--- src/rtl/stepper_trajectory_sequencer_if.sv ---
// Host register bus plus the setpoint write port toward the position controller.
// The slave modport is the sequencer's view; the master modport is the host/controller view.
interface stepper_trajectory_sequencer_if;
  logic        write;
  logic [3:0]  address;
  logic [31:0] writedata;
  logic        read;
  logic [31:0] readdata;
  logic        m_write;
  logic [3:0]  m_address;
  logic [31:0] m_writedata;

  modport slave (
    input  write, address, writedata, read,
    output readdata, m_write, m_address, m_writedata
  );

  modport master (
    output write, address, writedata, read,
    input  readdata, m_write, m_address, m_writedata
  );
endinterface

--- src/rtl/stepper_trajectory_sequencer.sv ---
// Trapezoidal move sequencer: streams ramped setpoints to the PI controller, one per update tick.
// Define SOFT_LIMIT_EN to add min/max position registers with target/preset clamping.
module stepper_trajectory_sequencer #(
  parameter int unsigned TICK_CYCLES   = 50_000,
  parameter logic [3:0]  ADDR_SETPOINT = 4'h0
) (
  input  logic clk,
  input  logic reset,
  stepper_trajectory_sequencer_if.slave bus,
  output logic busy,
  output logic done
);
  typedef enum logic [1:0] {ST_IDLE, ST_ACCEL, ST_CRUISE, ST_DECEL} state_t;

  localparam int unsigned   CW        = (TICK_CYCLES > 1) ? $clog2(TICK_CYCLES) : 1;
  localparam logic [CW-1:0] TICK_LAST = CW'(TICK_CYCLES - 1);

  function automatic logic [31:0] sat32(input logic [32:0] x);
    return x[32] ? 32'hFFFF_FFFF : x[31:0];
  endfunction

  function automatic logic [31:0] umin32(input logic [31:0] a, input logic [31:0] b);
    return (a < b) ? a : b;
  endfunction

`ifdef SOFT_LIMIT_EN
  function automatic logic [31:0] clamp_pos(input logic signed [31:0] x, input logic signed [31:0] lo,
                                            input logic signed [31:0] hi);
    if (x < lo) return lo;
    else if (x > hi) return hi;
    else return x;
  endfunction
  logic [31:0] min_pos_r, max_pos_r;
`endif

  state_t      state_r, state_nx;
  logic [31:0] target_r, vmax_r, accel_r;
  logic [31:0] mv_target_r, mv_target_nx, mv_vmax_r, mv_vmax_nx, mv_accel_r, mv_accel_nx;
  logic [31:0] setpoint_r, setpoint_nx, v_r, v_nx, ramp_r, ramp_nx, wdata_r, wdata_nx;
  logic        err_r, err_nx, abort_r, abort_nx, lim_r, lim_nx;
  logic        m_write_r, m_write_nx, done_r, done_nx, busy_r;
  logic [CW-1:0] tick_cnt_r;
  logic        tick_s, ctrl_wr_s, start_s, abort_s, preset_wr_s, start_clamp_s, preset_clamp_s;
  logic [31:0] start_target_s, preset_val_s, acc_v_s, dec_v_s, vn_s, s_s, rd_s;
  logic [32:0] diff_s, rem_s;
  logic        dir_s, step_s, fin_s;

  assign tick_s      = (tick_cnt_r == TICK_LAST);
  assign ctrl_wr_s   = bus.write && (bus.address == 4'd3);
  assign abort_s     = ctrl_wr_s && bus.writedata[1];
  assign start_s     = ctrl_wr_s && bus.writedata[0] && !bus.writedata[1];
  assign preset_wr_s = bus.write && (bus.address == 4'd7);

`ifdef SOFT_LIMIT_EN
  assign start_target_s = clamp_pos(target_r, min_pos_r, max_pos_r);
  assign preset_val_s   = clamp_pos(bus.writedata, min_pos_r, max_pos_r);
`else
  assign start_target_s = target_r;
  assign preset_val_s   = bus.writedata;
`endif
  assign start_clamp_s  = (start_target_s != target_r);
  assign preset_clamp_s = (preset_val_s != bus.writedata);

  // Distance to go is taken at 33 bits so a full-range signed move cannot wrap.
  assign diff_s  = {mv_target_r[31], mv_target_r} - {setpoint_r[31], setpoint_r};
  assign dir_s   = diff_s[32];
  assign rem_s   = dir_s ? (33'd0 - diff_s) : diff_s;
  assign acc_v_s = umin32(sat32({1'b0, v_r} + {1'b0, mv_accel_r}), mv_vmax_r);
  assign dec_v_s = (v_r > mv_accel_r) ? (v_r - mv_accel_r) : 32'd1;

  // Host-writable configuration registers.
  always_ff @(posedge clk) begin
    if (reset) begin
      target_r  <= 32'd0;
      vmax_r    <= 32'd0;
      accel_r   <= 32'd0;
`ifdef SOFT_LIMIT_EN
      min_pos_r <= 32'h8000_0000;
      max_pos_r <= 32'h7FFF_FFFF;
`endif
    end else if (bus.write) begin
      case (bus.address)
        4'd0: target_r <= bus.writedata;
        4'd1: vmax_r   <= bus.writedata;
        4'd2: accel_r  <= bus.writedata;
`ifdef SOFT_LIMIT_EN
        4'd8: min_pos_r <= bus.writedata;
        4'd9: max_pos_r <= bus.writedata;
`endif
        default: begin end
      endcase
    end
  end

  // Free-running update tick divider.
  always_ff @(posedge clk) begin
    if (reset || tick_s) tick_cnt_r <= '0;
    else tick_cnt_r <= tick_cnt_r + CW'(1);
  end

  // Move sequencing: next state, profile arithmetic and setpoint step.
  always_comb begin
    state_nx     = state_r;
    setpoint_nx  = setpoint_r;
    v_nx         = v_r;
    ramp_nx      = ramp_r;
    mv_target_nx = mv_target_r;
    mv_vmax_nx   = mv_vmax_r;
    mv_accel_nx  = mv_accel_r;
    err_nx       = err_r;
    abort_nx     = abort_r;
    lim_nx       = lim_r;
    m_write_nx   = 1'b0;
    wdata_nx     = wdata_r;
    done_nx      = 1'b0;
    vn_s         = v_r;
    step_s       = 1'b0;
    s_s          = 32'd0;
    fin_s        = 1'b0;
    case (state_r)
      ST_IDLE: begin
        if (start_s) begin
          if ((vmax_r == 32'd0) || (accel_r == 32'd0)) begin
            err_nx = 1'b1;
          end else begin
            err_nx       = 1'b0;
            lim_nx       = start_clamp_s;
            mv_target_nx = start_target_s;
            mv_vmax_nx   = vmax_r;
            mv_accel_nx  = accel_r;
            if (start_target_s == setpoint_r) begin
              done_nx = 1'b1;
            end else begin
              state_nx = ST_ACCEL;
              v_nx     = 32'd0;
              ramp_nx  = 32'd0;
              abort_nx = 1'b0;
            end
          end
        end else if (preset_wr_s) begin
          setpoint_nx = preset_val_s;
          lim_nx      = lim_r | preset_clamp_s;
        end else begin
          state_nx = ST_IDLE;
        end
      end
      ST_ACCEL, ST_CRUISE, ST_DECEL: begin
        if (abort_s) begin
          state_nx = ST_DECEL;
          abort_nx = 1'b1;
        end else if (tick_s) begin
          case (state_r)
            ST_ACCEL: begin
              if (rem_s <= {1'b0, ramp_r}) begin
                state_nx = ST_DECEL;
              end else begin
                vn_s     = acc_v_s;
                step_s   = 1'b1;
                ramp_nx  = sat32({1'b0, ramp_r} + {1'b0, acc_v_s});
                state_nx = (acc_v_s == mv_vmax_r) ? ST_CRUISE : ST_ACCEL;
              end
            end
            ST_CRUISE: begin
              if (rem_s <= {1'b0, ramp_r}) state_nx = ST_DECEL;
              else step_s = 1'b1;
            end
            default: begin
              vn_s   = dec_v_s;
              step_s = 1'b1;
            end
          endcase
        end else begin
          state_nx = state_r;
        end
      end
      default: state_nx = ST_IDLE;
    endcase
    // Step is capped at the remaining distance, so the target is never overshot.
    if (step_s) begin
      s_s         = ({1'b0, vn_s} <= rem_s) ? vn_s : rem_s[31:0];
      setpoint_nx = dir_s ? (setpoint_r - s_s) : (setpoint_r + s_s);
      v_nx        = vn_s;
      m_write_nx  = 1'b1;
      wdata_nx    = setpoint_nx;
      fin_s       = ({1'b0, s_s} == rem_s) ||
                    (abort_r && (state_r == ST_DECEL) && (vn_s <= mv_accel_r));
      if (fin_s) begin
        state_nx = ST_IDLE;
        v_nx     = 32'd0;
        done_nx  = 1'b1;
        abort_nx = 1'b0;
      end else begin
        done_nx = 1'b0;
      end
    end else begin
      fin_s = 1'b0;
    end
  end

  // Sequencer state and registered outputs.
  always_ff @(posedge clk) begin
    if (reset) begin
      state_r     <= ST_IDLE;
      setpoint_r  <= 32'd0;
      v_r         <= 32'd0;
      ramp_r      <= 32'd0;
      mv_target_r <= 32'd0;
      mv_vmax_r   <= 32'd0;
      mv_accel_r  <= 32'd0;
      err_r       <= 1'b0;
      abort_r     <= 1'b0;
      lim_r       <= 1'b0;
      m_write_r   <= 1'b0;
      wdata_r     <= 32'd0;
      done_r      <= 1'b0;
      busy_r      <= 1'b0;
    end else begin
      state_r     <= state_nx;
      setpoint_r  <= setpoint_nx;
      v_r         <= v_nx;
      ramp_r      <= ramp_nx;
      mv_target_r <= mv_target_nx;
      mv_vmax_r   <= mv_vmax_nx;
      mv_accel_r  <= mv_accel_nx;
      err_r       <= err_nx;
      abort_r     <= abort_nx;
      lim_r       <= lim_nx;
      m_write_r   <= m_write_nx;
      wdata_r     <= wdata_nx;
      done_r      <= done_nx;
      busy_r      <= (state_nx != ST_IDLE);
    end
  end

  // Register read mux.
  always_comb begin
    rd_s = 32'd0;
    if (bus.read) begin
      case (bus.address)
        4'd0: rd_s = target_r;
        4'd1: rd_s = vmax_r;
        4'd2: rd_s = accel_r;
        4'd4: rd_s = {29'd0, lim_r, err_r, busy_r};
        4'd5: rd_s = setpoint_r;
        4'd6: rd_s = v_r;
`ifdef SOFT_LIMIT_EN
        4'd8: rd_s = min_pos_r;
        4'd9: rd_s = max_pos_r;
`endif
        default: rd_s = 32'd0;
      endcase
    end else begin
      rd_s = 32'd0;
    end
  end

  assign bus.readdata    = rd_s;
  assign bus.m_write     = m_write_r;
  assign bus.m_address   = ADDR_SETPOINT;
  assign bus.m_writedata = wdata_r;
  assign busy            = busy_r;
  assign done            = done_r;
endmodule
--- src/flat_wrapper.sv ---
// flat-port wrapper written by rule: the top's interface ports become plain ports
module stepper_trajectory_sequencer_flat 
#(
  parameter int unsigned TICK_CYCLES   = 50_000,
  parameter logic [3:0]  ADDR_SETPOINT = 4'h0
)
  (clk, reset, busy, done, bus_write, bus_address, bus_writedata, bus_read, bus_readdata, bus_m_write, bus_m_address, bus_m_writedata);
  stepper_trajectory_sequencer_if bus_i ();
  input  logic clk;
  input  logic reset;
  output logic busy;
  output logic done;
  input wire logic [$bits(bus_i.write)-1:0] bus_write;
  input wire logic [$bits(bus_i.address)-1:0] bus_address;
  input wire logic [$bits(bus_i.writedata)-1:0] bus_writedata;
  input wire logic [$bits(bus_i.read)-1:0] bus_read;
  output wire logic [$bits(bus_i.readdata)-1:0] bus_readdata;
  output wire logic [$bits(bus_i.m_write)-1:0] bus_m_write;
  output wire logic [$bits(bus_i.m_address)-1:0] bus_m_address;
  output wire logic [$bits(bus_i.m_writedata)-1:0] bus_m_writedata;
  assign bus_i.write = bus_write;
  assign bus_i.address = bus_address;
  assign bus_i.writedata = bus_writedata;
  assign bus_i.read = bus_read;
  assign bus_readdata = bus_i.readdata;
  assign bus_m_write = bus_i.m_write;
  assign bus_m_address = bus_i.m_address;
  assign bus_m_writedata = bus_i.m_writedata;
  stepper_trajectory_sequencer #(.TICK_CYCLES(TICK_CYCLES), .ADDR_SETPOINT(ADDR_SETPOINT)) u_core (.clk(clk), .reset(reset), .bus(bus_i), .busy(busy), .done(done));
endmodule
--- config.mk ---
export PLATFORM = sky130hd
export DESIGN_NAME = stepper_trajectory_sequencer_flat
export DESIGN_NICKNAME = d
export VERILOG_FILES = /design/src/rtl/stepper_trajectory_sequencer_if.sv /design/src/rtl/stepper_trajectory_sequencer.sv /design/src/flat_wrapper.sv
export SDC_FILE = /design/constraint.sdc
export NUM_CORES = 2
export LEC_CHECK = 0
export BUFFER_PORTS_ARGS = -buffer_cell sky130_fd_sc_hd__buf_2
export CORE_ASPECT_RATIO = 0.9
export CORE_UTILIZATION = 42
export CTS_BUF_LIST = sky130_fd_sc_hd__clkbuf_8
export CTS_CLUSTER_SIZE = 25
export DETAILED_ROUTE_END_ITERATION = 12
export GPL_ROUTABILITY_DRIVEN = 1
export PLACE_DENSITY = 0.61
export SLEW_MARGIN = 20
export SYNTH_ARGS = -nofsm -noshare
export SYNTH_HDL_FRONTEND = slang
export SYNTH_SLANG_ARGS = --single-unit
--- constraint.sdc ---
create_clock -name clk -period 16.6 [get_ports clk]
set_clock_uncertainty 0.15 [all_clocks]
set_input_delay 0.83 -clock clk [delete_from_list [all_inputs] [get_ports clk]]
set_output_delay 0.83 -clock clk [all_outputs]
set_load 0.1 [all_outputs]
==> out/qor.yml <==
route:
  antenna_left: 0
  first_pass_iters: 10
  drt_iter0_markers: 4841
  finalWirelength_um: 144000
  num_vias: 33800
  routedWlPerCell_um: 27.3
  drc: 0
  via_per_inst: 6.41
logic_synthesis:
  ys_seq_elements: 343
  async_flop_share_pct: 0
  syn_avg_cell_area_um2: 7.20
  yosysWarnings: 0
  synth_edf_count: 0
  synth_cell_types: 111
  synthFlopType: "dfxtp_1"
  ys_seq_area_share_pct: 22.6
  syn_inst: 4225
  synth.cell_area_um2: 30400
cells_and_area:
  final_cell_mix: "nand2_1 (719), a21oi_1 (534), dfxtp_1 (343), inv_1 (294), ha_1 (294)"
  final_cell_count_no_fill: 5277
  area_delta_synth_final_pct: 10.3
  nets: 4606
  mostFrequentLayoutCell: "nand2_1"
  drive_gt1_share_pct: 9.33
worst_hold_path:
  hold_path_end: "u_core.accel_r[22]"
  worstHoldStart: "bus_writedata[22]"
  min_path_type: "input pin to register"
  whs_path_depth: 3
critical_path:
  slowest_stage: "and2_1"
  cp_max_fo: 22
  critical_path.most_common_cell: "o21ai_0"
  endpoint_kind: "register"
  r2r-start: "u_core.setpoint_r[14]"
  cp.arrival_ns: 16.41
  slowest_delay_ns: 0.71
  reg2reg_depth: 57
  cp-start-kind: "register"
  required_ns: 17.04
  critPathKind: "register to register"
  rrSetupSlack_ns: 0.63
  r2r_end: "u_core.setpoint_r[30]"
floorplan:
  chipHeight_um: 257
  core_area_um2: 71600
  row_count: 93
  dieArea_um2: 73500
  ioPinCount: 111
  die_x_um: 286
  initial_utilization_pct: 42.5
clock_network:
  cts_post_setup_buffers_inserted: 0
  path_clk_slew_ns: 0.06
  root_buffer: "clkbuf_8"
  cts_sinks: 343
  clk_latency_ns: 0.72
  cts_buffers: 69
  post_cts_resized: 0
  htree_levels: 3
  cts_max_path_buffers: 3
  cts_tree: "built"
  postCtsHoldBufs: 0
grt:
  grt_pass1_vias: 30300
  grt_pass1_wl_um: 207000
  grt_overflow_total: 0
  grt_max_degree: 76
  antenna_found_initial: 11
  track_usage_pct: 37.7
power_and_ir_drop:
  power.density_nw_per_um2: 71.4
  leakagePower_nw: 14.0
  vdd_drop_max_mv: 0.0594
sta:
  hold_viol_final: 0
  fin_crit_ns: 15.97
  setup-violations-final: 0
  max_freq_mhz: 62.6
  slew_headroom_pct: 23.6
  period_share_pct: 96.2
  worstMarginPinSlew_ns: 1.14
  drv_slew: 0
  fin_setup_tns_ns: 0
  rsz0062_at_grt: "no"
placed_design:
  routabilityCongestion: 1.09
  io_buffer_count: 106
  place_inst: 5146
  hpwl_um: 112000
flow_run:
  cap_violations: 0
outcome:
  status: "finished, final reports clean"
## cells by family after synthesis
group | after synthesis | synth area share, %
flip-flops | 343 | 22.6
adder cells (fa/ha/maj) | 299 | 12.4
buffers and inverters | 505 | 6.55
other | 1 | 0.0123
multiplexers | 29 | 0.995
AO/OA/AOI/OAI | 1314 | 27.9
XOR/XNOR | 249 | 7.17
AND/OR/NAND/NOR | 1485 | 22.4
## state kept, by name, summed over array words and instances, names as in the netlist, 16 cells and up
| register | cells |
|---|---|
| u_core.vmax_r | 32 |
| u_core.mv_vmax_r | 32 |
| u_core.mv_target_r | 32 |
| u_core.v_r | 32 |
| u_core.ramp_r | 32 |
| u_core.start_target_s | 32 |
| u_core.bus.m_writedata | 32 |
| u_core.tick_cnt_r | 16 |
| u_core.accel_r | 32 |
| u_core.mv_accel_r | 32 |
| u_core.setpoint_r | 32 |
## layer usage
layer,up-vias,global-route usage (%),part of all wire (%)
met4,14,19.9,6.4
li1,15200,-,-
met5,-,0,0.068
met3,450,11.4,13
met2,2284,53.1,40
met1,15800,51.1,40
## how the worst max path moves through the flow
stage,cells after the start,start,endpoint
6_report,57,u_core.setpoint_r[14],u_core.setpoint_r[30]
5_1_grt,57,u_core.setpoint_r[14],u_core.setpoint_r[30]
4_1_cts,57,u_core.setpoint_r[14],u_core.setpoint_r[30]
3_5_place_dp,57,u_core.setpoint_r[14],u_core.setpoint_r[30]
3_3_place_gp,60,u_core.setpoint_r[0],u_core.setpoint_r[30]
2_1_floorplan,65,u_core.v_r[0],u_core.setpoint_r[30]
## where the power goes
group	switching, W	internal, W
logic	0.000392	0.000195
registers	0.00000884	0.000828
clock network	0.000448	0.000523
total	0.000849	0.00155
## cells in the mapped netlist, types with 10 or more instances
cell type  instances  area, µm²
xnor2_1          160       1400
and4_1            11       96.3
a221oi_1          55        482
buf_2             18       90.1
and2_1            17        106
or3_1             23        144
buf_1             13       48.8
a21oi_1          535       2680
nand4_1           67        419
a31oi_1           61        382
nor2_1           270       1010
nand2_1          722       2710
mux2i_1           19        190
or2_2             13       81.3
nor4_1            45        282
xor2_1            89        780
o21ai_0          170        851
nand3_1           81        405
o22ai_1           17        106
o41ai_1           13        114
o21bai_1          24        180
inv_1            273       1020
nor3_1            70        350
o31ai_1           24        180
and3_1            39        244
mux2_2            10        113
a2111oi_0         14        123
a22o_1            19        166
a21o_1            76        571
o21ai_1           16       80.1
ha_1             294       3680
nand2b_1          44        275
o21a_1            27        203
a211oi_1          25        188
a222oi_1          30        300
a22oi_1           44        330
nor2b_1           33        206
buf_4             10       75.1
clkbuf_1         183        687
dfxtp_1          343       6870
o211ai_1          18        135
## final cells by class
type | count | area (µm²)
Multi-Input combinational cell | 3380 | 21700
Clock inverter | 36 | 278
Clock buffer | 89 | 1220
Tap cell | 950 | 1190
Sequential cell | 343 | 6870
Timing Repair Buffer | 197 | 1240
Antenna cell | 6 | 15.0
Inverter | 276 | 1040
Fill cell | 7431 | 38000
## through the flow
stage          instance area [µm²]  power [W]  util (%)  setup WS, ns  hold WS, ns
2_1_floorplan                30400    0.00123         -          3.14        0.263
3_3_place_gp                 32000    0.00141      44.7         0.647        0.277
3_5_place_dp                 32000    0.00141      44.7          1.25        0.284
4_1_cts                      33500    0.00238      46.8          1.15        0.242
5_1_grt                      33500    0.00248      46.9        0.0488        0.265
6_report                     33500    0.00239      46.9         0.634        0.271
## worst max-delay path: cells and delay by family, from the launching register on
kind / cells / cell delay (ns)
compound gates: 28 / 6.82
xor+xnor: 2 / 0.57
fa+ha+maj: 5 / 1.86
buf+inv: 7 / 1.30
flops: 1 / 0.59
simple gates: 15 / 4.55
No activity file was read; power rests on OpenSTA's default activity.
